===== config.mk =====
export PLATFORM = sky130hd
export DESIGN_NAME = cam_buf_wr_nbuf_flat
export DESIGN_NICKNAME = d
export VERILOG_FILES = /design/src/rtl/cam_buf_wr_nbuf_if.sv /design/src/rtl/cam_buf_wr_nbuf.sv /design/src/flat_wrapper.sv
export SDC_FILE = /design/constraint.sdc
export NUM_CORES = 1
export LEC_CHECK = 0
export CORE_ASPECT_RATIO = 1.25
export CORE_MARGIN = 2
export CORE_UTILIZATION = 25
export DETAILED_ROUTE_END_ITERATION = 10
export PLACE_DENSITY_LB_ADDON = 0.12
export SLEW_MARGIN = 20
export SYNTH_ARGS = -nofsm -noshare
export SYNTH_HDL_FRONTEND = slang
export SYNTH_SLANG_ARGS = --single-unit

===== constraint.sdc =====
create_clock -name iClk -period 4.5 [get_ports iClk]
set_input_delay 1.125 -clock iClk [delete_from_list [all_inputs] [get_ports iClk]]
set_output_delay 1.125 -clock iClk [all_outputs]
set_load 0.05 [all_outputs]

===== src/rtl/cam_buf_wr_nbuf_if.sv =====
// BRAM write-port bundle between the camera frame writer and the input
// frame buffers.
//   wr_en      : write strobe (oWrEn)
//   wr_addr    : linear pixel address, line*H_ACT+col (oWrAddr)
//   wr_data    : assembled RGB565 pixel (oWrData)
//   wr_buf_sel : frame buffer targeted by the current frame (oWrBufSel)
// master: the writer drives the bundle; slave: the BRAM side observes it.
interface cam_buf_wr_nbuf_if #(
  parameter int ADDR_W = 17,
  parameter int BUF_W  = 1
);
  logic              wr_en;
  logic [ADDR_W-1:0] wr_addr;
  logic [15:0]       wr_data;
  logic [BUF_W-1:0]  wr_buf_sel;

  modport master (output wr_en, wr_addr, wr_data, wr_buf_sel);
  modport slave  (input  wr_en, wr_addr, wr_data, wr_buf_sel);
endinterface


===== src/rtl/cam_buf_wr_nbuf.sv =====
// Camera frame writer for NUM_BUF round-robin frame buffers.
// Packs byte-serial camera data into 16-bit RGB565 words and writes whole
// frames into the next free buffer. Full flags are set on completion and
// cleared by the reader's release pulses; frames with no free buffer, or
// frames that end short, are dropped.
// Ports:
//   iClk, iRst        pixel clock, asynchronous active-high reset
//   iSwapByte         0: first byte of a pair is [15:8], 1: first is [7:0]
//   iVsync, iHsync    1 = vertical blanking / 1 = line active
//   iData             camera byte
//   iBufRelease       per-buffer release pulse from the reader
//   wr                BRAM write bundle (enable, address, data, buffer)
//   oBufFull          per-buffer full flags
//   oLastBuf          most recently completed buffer
//   oFrDone, oFrDrop  one-cycle frame completed / dropped pulses
// Optional: define TEST_PATTERN_EN to replace camera data with
// {col[7:0], line[7:0]} for every written word.
module cam_buf_wr_nbuf #(
  parameter int H_ACT   = 480,
  parameter int V_ACT   = 272,
  parameter int NUM_BUF = 2,
  parameter int ADDR_W  = 17,
  parameter int BUF_W   = 1
) (
  input  logic               iClk,
  input  logic               iRst,
  input  logic               iSwapByte,
  input  logic               iVsync,
  input  logic               iHsync,
  input  logic [7:0]         iData,
  input  logic [NUM_BUF-1:0] iBufRelease,
  cam_buf_wr_nbuf_if.master  wr,
  output logic [NUM_BUF-1:0] oBufFull,
  output logic [BUF_W-1:0]   oLastBuf,
  output logic               oFrDone,
  output logic               oFrDrop
);
  localparam int          FRAME_WORDS = H_ACT * V_ACT;
  localparam int          CNT_W       = ADDR_W + 1;
  localparam int          COL_W       = $clog2(H_ACT + 1);
  localparam int          LINE_W      = $clog2(V_ACT + 1);
  localparam int unsigned NB          = NUM_BUF;

  typedef enum logic [2:0] {
    WAIT_BLANK, IDLE, SELECT, CAPTURE, DROP, FINISH
  } state_t;

  state_t              state, state_next;
  logic                vsync_q, hsync_q;
  logic [BUF_W-1:0]    next_ptr;
  logic                phase;
  logic [7:0]          first_byte;
  logic [COL_W-1:0]    col;
  logic [LINE_W-1:0]   line;
  logic [CNT_W-1:0]    word_cnt;
  logic                found;
  logic [BUF_W-1:0]    pick;
  logic [NUM_BUF-1:0]  full_rel;
  logic [NUM_BUF-1:0]  sel_mask;
  logic                in_window;
  logic [15:0]         word;

`ifdef TEST_PATTERN_EN
  logic [15:0] col_ext, line_ext;
  assign col_ext  = 16'(col);
  assign line_ext = 16'(line);
  assign word     = {col_ext[7:0], line_ext[7:0]};
`else
  assign word = iSwapByte ? {iData, first_byte} : {first_byte, iData};
`endif

  assign in_window = (col < COL_W'(H_ACT)) && (line < LINE_W'(V_ACT));
  assign full_rel  = oBufFull & ~iBufRelease;

  // Round-robin scan for the first free buffer starting at next_ptr.
  always_comb begin
    int unsigned sum;
    logic [BUF_W-1:0] idx;
    found = 1'b0;
    pick  = '0;
    sum   = 0;
    idx   = '0;
    for (int unsigned k = 0; k < NB; k++) begin
      sum = 32'(next_ptr) + k;
      if (sum >= NB) sum = sum - NB;
      idx = BUF_W'(sum);
      if (!found && !oBufFull[idx]) begin
        found = 1'b1;
        pick  = idx;
      end
    end
  end

  always_comb begin
    sel_mask = '0;
    sel_mask[wr.wr_buf_sel] = 1'b1;
  end

  always_ff @(posedge iClk or posedge iRst) begin
    if (iRst) state <= WAIT_BLANK;
    else      state <= state_next;
  end

  always_comb begin
    state_next = state;
    case (state)
      WAIT_BLANK: if (iVsync) state_next = IDLE;
      IDLE:       if (vsync_q && !iVsync) state_next = SELECT;
      // Vsync rising while selecting still goes through FINISH, where the
      // zero word count turns it into a short-frame drop.
      SELECT:     if (!found) state_next = DROP;
                  else if (iVsync) state_next = FINISH;
                  else state_next = CAPTURE;
      CAPTURE:    if (iVsync) state_next = FINISH;
      DROP:       if (iVsync) state_next = IDLE;
      FINISH:     state_next = IDLE;
      default:    state_next = WAIT_BLANK;
    endcase
  end

  always_ff @(posedge iClk or posedge iRst) begin
    if (iRst) begin
      vsync_q       <= 1'b0;
      hsync_q       <= 1'b0;
      next_ptr      <= '0;
      phase         <= 1'b0;
      first_byte    <= '0;
      col           <= '0;
      line          <= '0;
      word_cnt      <= '0;
      wr.wr_en      <= 1'b0;
      wr.wr_addr    <= '0;
      wr.wr_data    <= '0;
      wr.wr_buf_sel <= '0;
      oBufFull      <= '0;
      oLastBuf      <= '0;
      oFrDone       <= 1'b0;
      oFrDrop       <= 1'b0;
    end else begin
      vsync_q  <= iVsync;
      hsync_q  <= iHsync;
      wr.wr_en <= 1'b0;
      oFrDone  <= 1'b0;
      oFrDrop  <= 1'b0;
      oBufFull <= full_rel;
      case (state)
        SELECT: begin
          word_cnt   <= '0;
          wr.wr_addr <= '0;
          col        <= '0;
          line       <= '0;
          phase      <= 1'b0;
          if (found) wr.wr_buf_sel <= pick;
          else       oFrDrop       <= 1'b1;
        end
        CAPTURE: if (!iVsync) begin
          if (!iHsync) begin
            phase <= 1'b0;
          end else if (!phase) begin
            first_byte <= iData;
            phase      <= 1'b1;
          end else begin
            phase <= 1'b0;
            if (in_window) begin
              wr.wr_en   <= 1'b1;
              wr.wr_addr <= word_cnt[ADDR_W-1:0];
              wr.wr_data <= word;
              word_cnt   <= word_cnt + CNT_W'(1);
            end
            // Column saturates at H_ACT: every word beyond it is dropped.
            if (col != COL_W'(H_ACT)) col <= col + COL_W'(1);
          end
          if (hsync_q && !iHsync && col != '0) begin
            col <= '0;
            if (line != LINE_W'(V_ACT)) line <= line + LINE_W'(1);
          end
        end
        FINISH: begin
          if (word_cnt == CNT_W'(FRAME_WORDS)) begin
            // Set is applied after release so a same-cycle release loses.
            oBufFull <= full_rel | sel_mask;
            oLastBuf <= wr.wr_buf_sel;
            oFrDone  <= 1'b1;
            if (wr.wr_buf_sel == BUF_W'(NUM_BUF - 1)) next_ptr <= '0;
            else next_ptr <= wr.wr_buf_sel + BUF_W'(1);
          end else begin
            oFrDrop <= 1'b1;
          end
        end
        default: ;
      endcase
    end
  end
endmodule

===== src/flat_wrapper.sv =====
// flat-port wrapper written by rule: the top's interface ports become plain ports
module cam_buf_wr_nbuf_flat 
#(
  parameter int H_ACT   = 480,
  parameter int V_ACT   = 272,
  parameter int NUM_BUF = 2,
  parameter int ADDR_W  = 17,
  parameter int BUF_W   = 1
)
  (iClk, iRst, iSwapByte, iVsync, iHsync, iData, iBufRelease, oBufFull, oLastBuf, oFrDone, oFrDrop, wr_wr_en, wr_wr_addr, wr_wr_data, wr_wr_buf_sel);
  cam_buf_wr_nbuf_if #(.ADDR_W(ADDR_W), .BUF_W(BUF_W)) wr_i ();
  input  logic iClk;
  input  logic iRst;
  input  logic iSwapByte;
  input  logic iVsync;
  input  logic iHsync;
  input  logic [7:0] iData;
  input  logic [NUM_BUF-1:0] iBufRelease;
  output logic [NUM_BUF-1:0] oBufFull;
  output logic [BUF_W-1:0] oLastBuf;
  output logic oFrDone;
  output logic oFrDrop;
  output wire logic [$bits(wr_i.wr_en)-1:0] wr_wr_en;
  output wire logic [$bits(wr_i.wr_addr)-1:0] wr_wr_addr;
  output wire logic [$bits(wr_i.wr_data)-1:0] wr_wr_data;
  output wire logic [$bits(wr_i.wr_buf_sel)-1:0] wr_wr_buf_sel;
  assign wr_wr_en = wr_i.wr_en;
  assign wr_wr_addr = wr_i.wr_addr;
  assign wr_wr_data = wr_i.wr_data;
  assign wr_wr_buf_sel = wr_i.wr_buf_sel;
  cam_buf_wr_nbuf #(.H_ACT(H_ACT), .V_ACT(V_ACT), .NUM_BUF(NUM_BUF), .ADDR_W(ADDR_W), .BUF_W(BUF_W)) u_core (.iClk(iClk), .iRst(iRst), .iSwapByte(iSwapByte), .iVsync(iVsync), .iHsync(iHsync), .iData(iData), .iBufRelease(iBufRelease), .wr(wr_i), .oBufFull(oBufFull), .oLastBuf(oLastBuf), .oFrDone(oFrDone), .oFrDrop(oFrDrop));
endmodule

==> out/metrics.cfg <==
[final_layout]
final_cell_mix=91 x dfrtp_1, 58 x nand2_1, 54 x clkdlybuf4s50_1
antenna_cells=0
drive_gt1_share_pct=7.173
nFillCells=1699
syn_to_final_growth_pct=24.86
final_common_cell=dfrtp_1
finalNetCount=490

[timing]
worst_pin_slew_ps=1006
fmax_mhz=335.3
finalSetupTns_ps=0
maxSlewViolCount=0
finalCritPeriodShare_pct=66.27
finalClockSkew_ps=10.36
layout_min_cycle_time_ps=2982
hold_violations=0
setup_viol=0
rsz0062_at_grt=false
slew_headroom_pct=32.70

[pwr]
p_leak_nw=2.321
power_density_mw_per_mm2=445.3
p_total_mw=2.418
peakVddDrop_mv=0.2021

[clock_network]
cts_resized=0
cts_setup_buffers=0
clkSlewWorstSetupHoldPaths_ps=70
cts_tree=yes
clock_path_buffers=2
hold_buffers=0
cts_inserted_buffers=9
htree_num_levels=3
clockRootBuffer=clkbuf_16
insertion_delay_ps=340
cts_sinks=91

[worst_setup_path]
path_class=in -> reg
end_kind=flop
startpoint_type=input pin
required_ps=4730
cp.arrival_ps=3210
cp_max_fo=30

[logic_synthesis]
ys_async_sr_fraction_pct=100.0
synth_flop_cell=dfrtp_1
yosysSeqAreaShare_pct=52.37
yosys.area_share.simple_pct=17.84
synthXorXnorAreaFrac_pct=1.209
avgSynthCellArea_sq_um=10.28
synth-compound-area-share_pct=16.32
synth_area_sq_mm=0.004348
synth_nets=444
synth_cell_type_count=55
synthMuxAreaShare_pct=6.906
synth_seq_cells=91
synth_fa_ha_area_share_pct=1.727
synth_top_family_by_area=simple AND/OR/NAND/NOR gates
synth_cells=423
synth_edf_count=0
synth_warnings=0

[die]
die-area_sq_mm=0.01847
start_util_pct=25.71
die-height_microns=151.4
die_w_microns=122.0
coreArea_sq_mm=0.01691
io_pins=55
rows=53

[global_route]
grt_pass1_vias=3340
grt-ovfl-total=0
antenna_found_initial=0
grt_pass1_wl_microns=17720
grt_max_degree=50
grt_usage_pct=12.35

[drt]
wl_per_cell_microns=15.50
detail_route.iter0.violations=238
drt_pass1_iterations=4
drc_errors=0
vias=3379
postRouteAntennaNets=0
routed_wl_microns=10760
via_per_inst=4.869

[placement]
place_congestion=0.7734
dp_hpwl_microns=7342
io_buffers=54

[hold_path]
hold_path.class=reg -> reg

[outcome]
outcome=finished clean

[flow_run]
maxCapViolations=0

==> final timing paths <==
check,from,to,slack [ps],cells past startpoint
hold / removal,u_core.wr.wr_data[13]$_DFFE_PP0P_,u_core.wr.wr_data[13]$_DFFE_PP0P_,490,2
min in group asynchronous,iRst,u_core.wr.wr_data[8]$_DFFE_PP0P_,1220,2
setup reg to reg,u_core.line[4]$_DFFE_PP0P_,u_core.word_cnt[13]$_DFFE_PP0P_,2120,5
max in group asynchronous,iRst,u_core.wr.wr_addr[6]$_DFFE_PP0P_,2540,3
hold reg to reg,u_core.wr.wr_data[13]$_DFFE_PP0P_,u_core.wr.wr_data[13]$_DFFE_PP0P_,490,2
setup / recovery,iVsync,u_core.word_cnt[9]$_DFFE_PP0P_,1520,6
==> through the flow <==
stage          utilization [%]  hold slack [ps]  instance area (sq um)  setup WS (ps)  cells
2_1_floorplan                -            451.2                   4348           1011    423
3_3_place_gp             30.17            476.0                   5102           1202    678
3_5_place_dp             30.17            479.3                   5102           1179    678
4_1_cts                  32.11            495.3                   5429           1537    694
5_1_grt                  32.11            514.2                   5429           1302    694
6_report                 32.11            487.3                   5429           1518    694
==> where the power goes <==
group | switching [mW] | internal [mW]
clock | 0.338 | 0.495
sequential | 0.113 | 0.930
combinational | 0.338 | 0.202
==> layout make-up <==
type / instances / area, sq um / share of cell area [%]
multi-input combinational: 293 / 1913 / 35.24
clock inverter: 6 / 97.59 / 1.798
tap: 220 / 275.3 / 5.070
timing repair buffer: 56 / 568.0 / 10.46
clock buffer: 10 / 229.0 / 4.218
sequential: 91 / 2277 / 41.95
inverter: 18 / 68.82 / 1.268
==> registers in the layout, indices dropped and copies added (netlist names) <==
name,cells
u_core.word_cnt,18
u_core.wr.wr_buf_sel,1
u_core.first_byte,8
u_core.wr.wr_addr,17
u_core.next_ptr,1
u_core.wr.wr_data,16
u_core.col,9
u_core.vsync_q,1
u_core.oFrDrop,1
u_core.state,3
u_core.wr.wr_en,1
u_core.oFrDone,1
u_core.phase,1
u_core.oLastBuf,1
u_core.line,9
u_core.hsync_q,1
u_core.oBufFull,2
==> worst max-delay path, stage by stage <==
cell and delay [ps]:
clkdlybuf4s50_1 610, and3b_1 240, nand3_2 130, a21o_1 790, o21ai_0 220, o41ai_1 100
==> synthesized netlist by cell type (all sizes together), types with 5 or more instances <==
master	count	area, sq um
ha	6	75.07
nand4	10	68.81
nand3	18	95.09
and2	6	37.54
nor4	6	50.04
or4	5	37.54
buf	7	37.54
a21oi	10	53.80
o21ai	44	220.2
nor2	11	41.29
inv	18	67.56
a22o	18	157.7
mux2i	21	210.2
dfrtp	91	2277
o21a	5	37.54
o22ai	5	31.28
nand2	58	217.7
nand2b	6	37.54
mux2	8	90.09
clkbuf	14	52.55
nor3	6	30.03
==> kinds of logic after synthesis <==
family                     Yosys count
buffers and inverters               39
xor gates and xnor gates             6
DFF                                 91
adders and majority gates            6
and+or+nand+nor                    146
AOI/OAI and AO/OA                  106
muxes                               29
==> per-layer routing <==
layer	share of wire, %	up-vias	global-route usage [%]
met1	44	1675	15.31
met5	0	-	0
met2	51	56	21.12
li1	-	1638	-
met4	2.4	0	5.460
met3	2.1	10	1.920
Power figures use the tool's default switching activity.
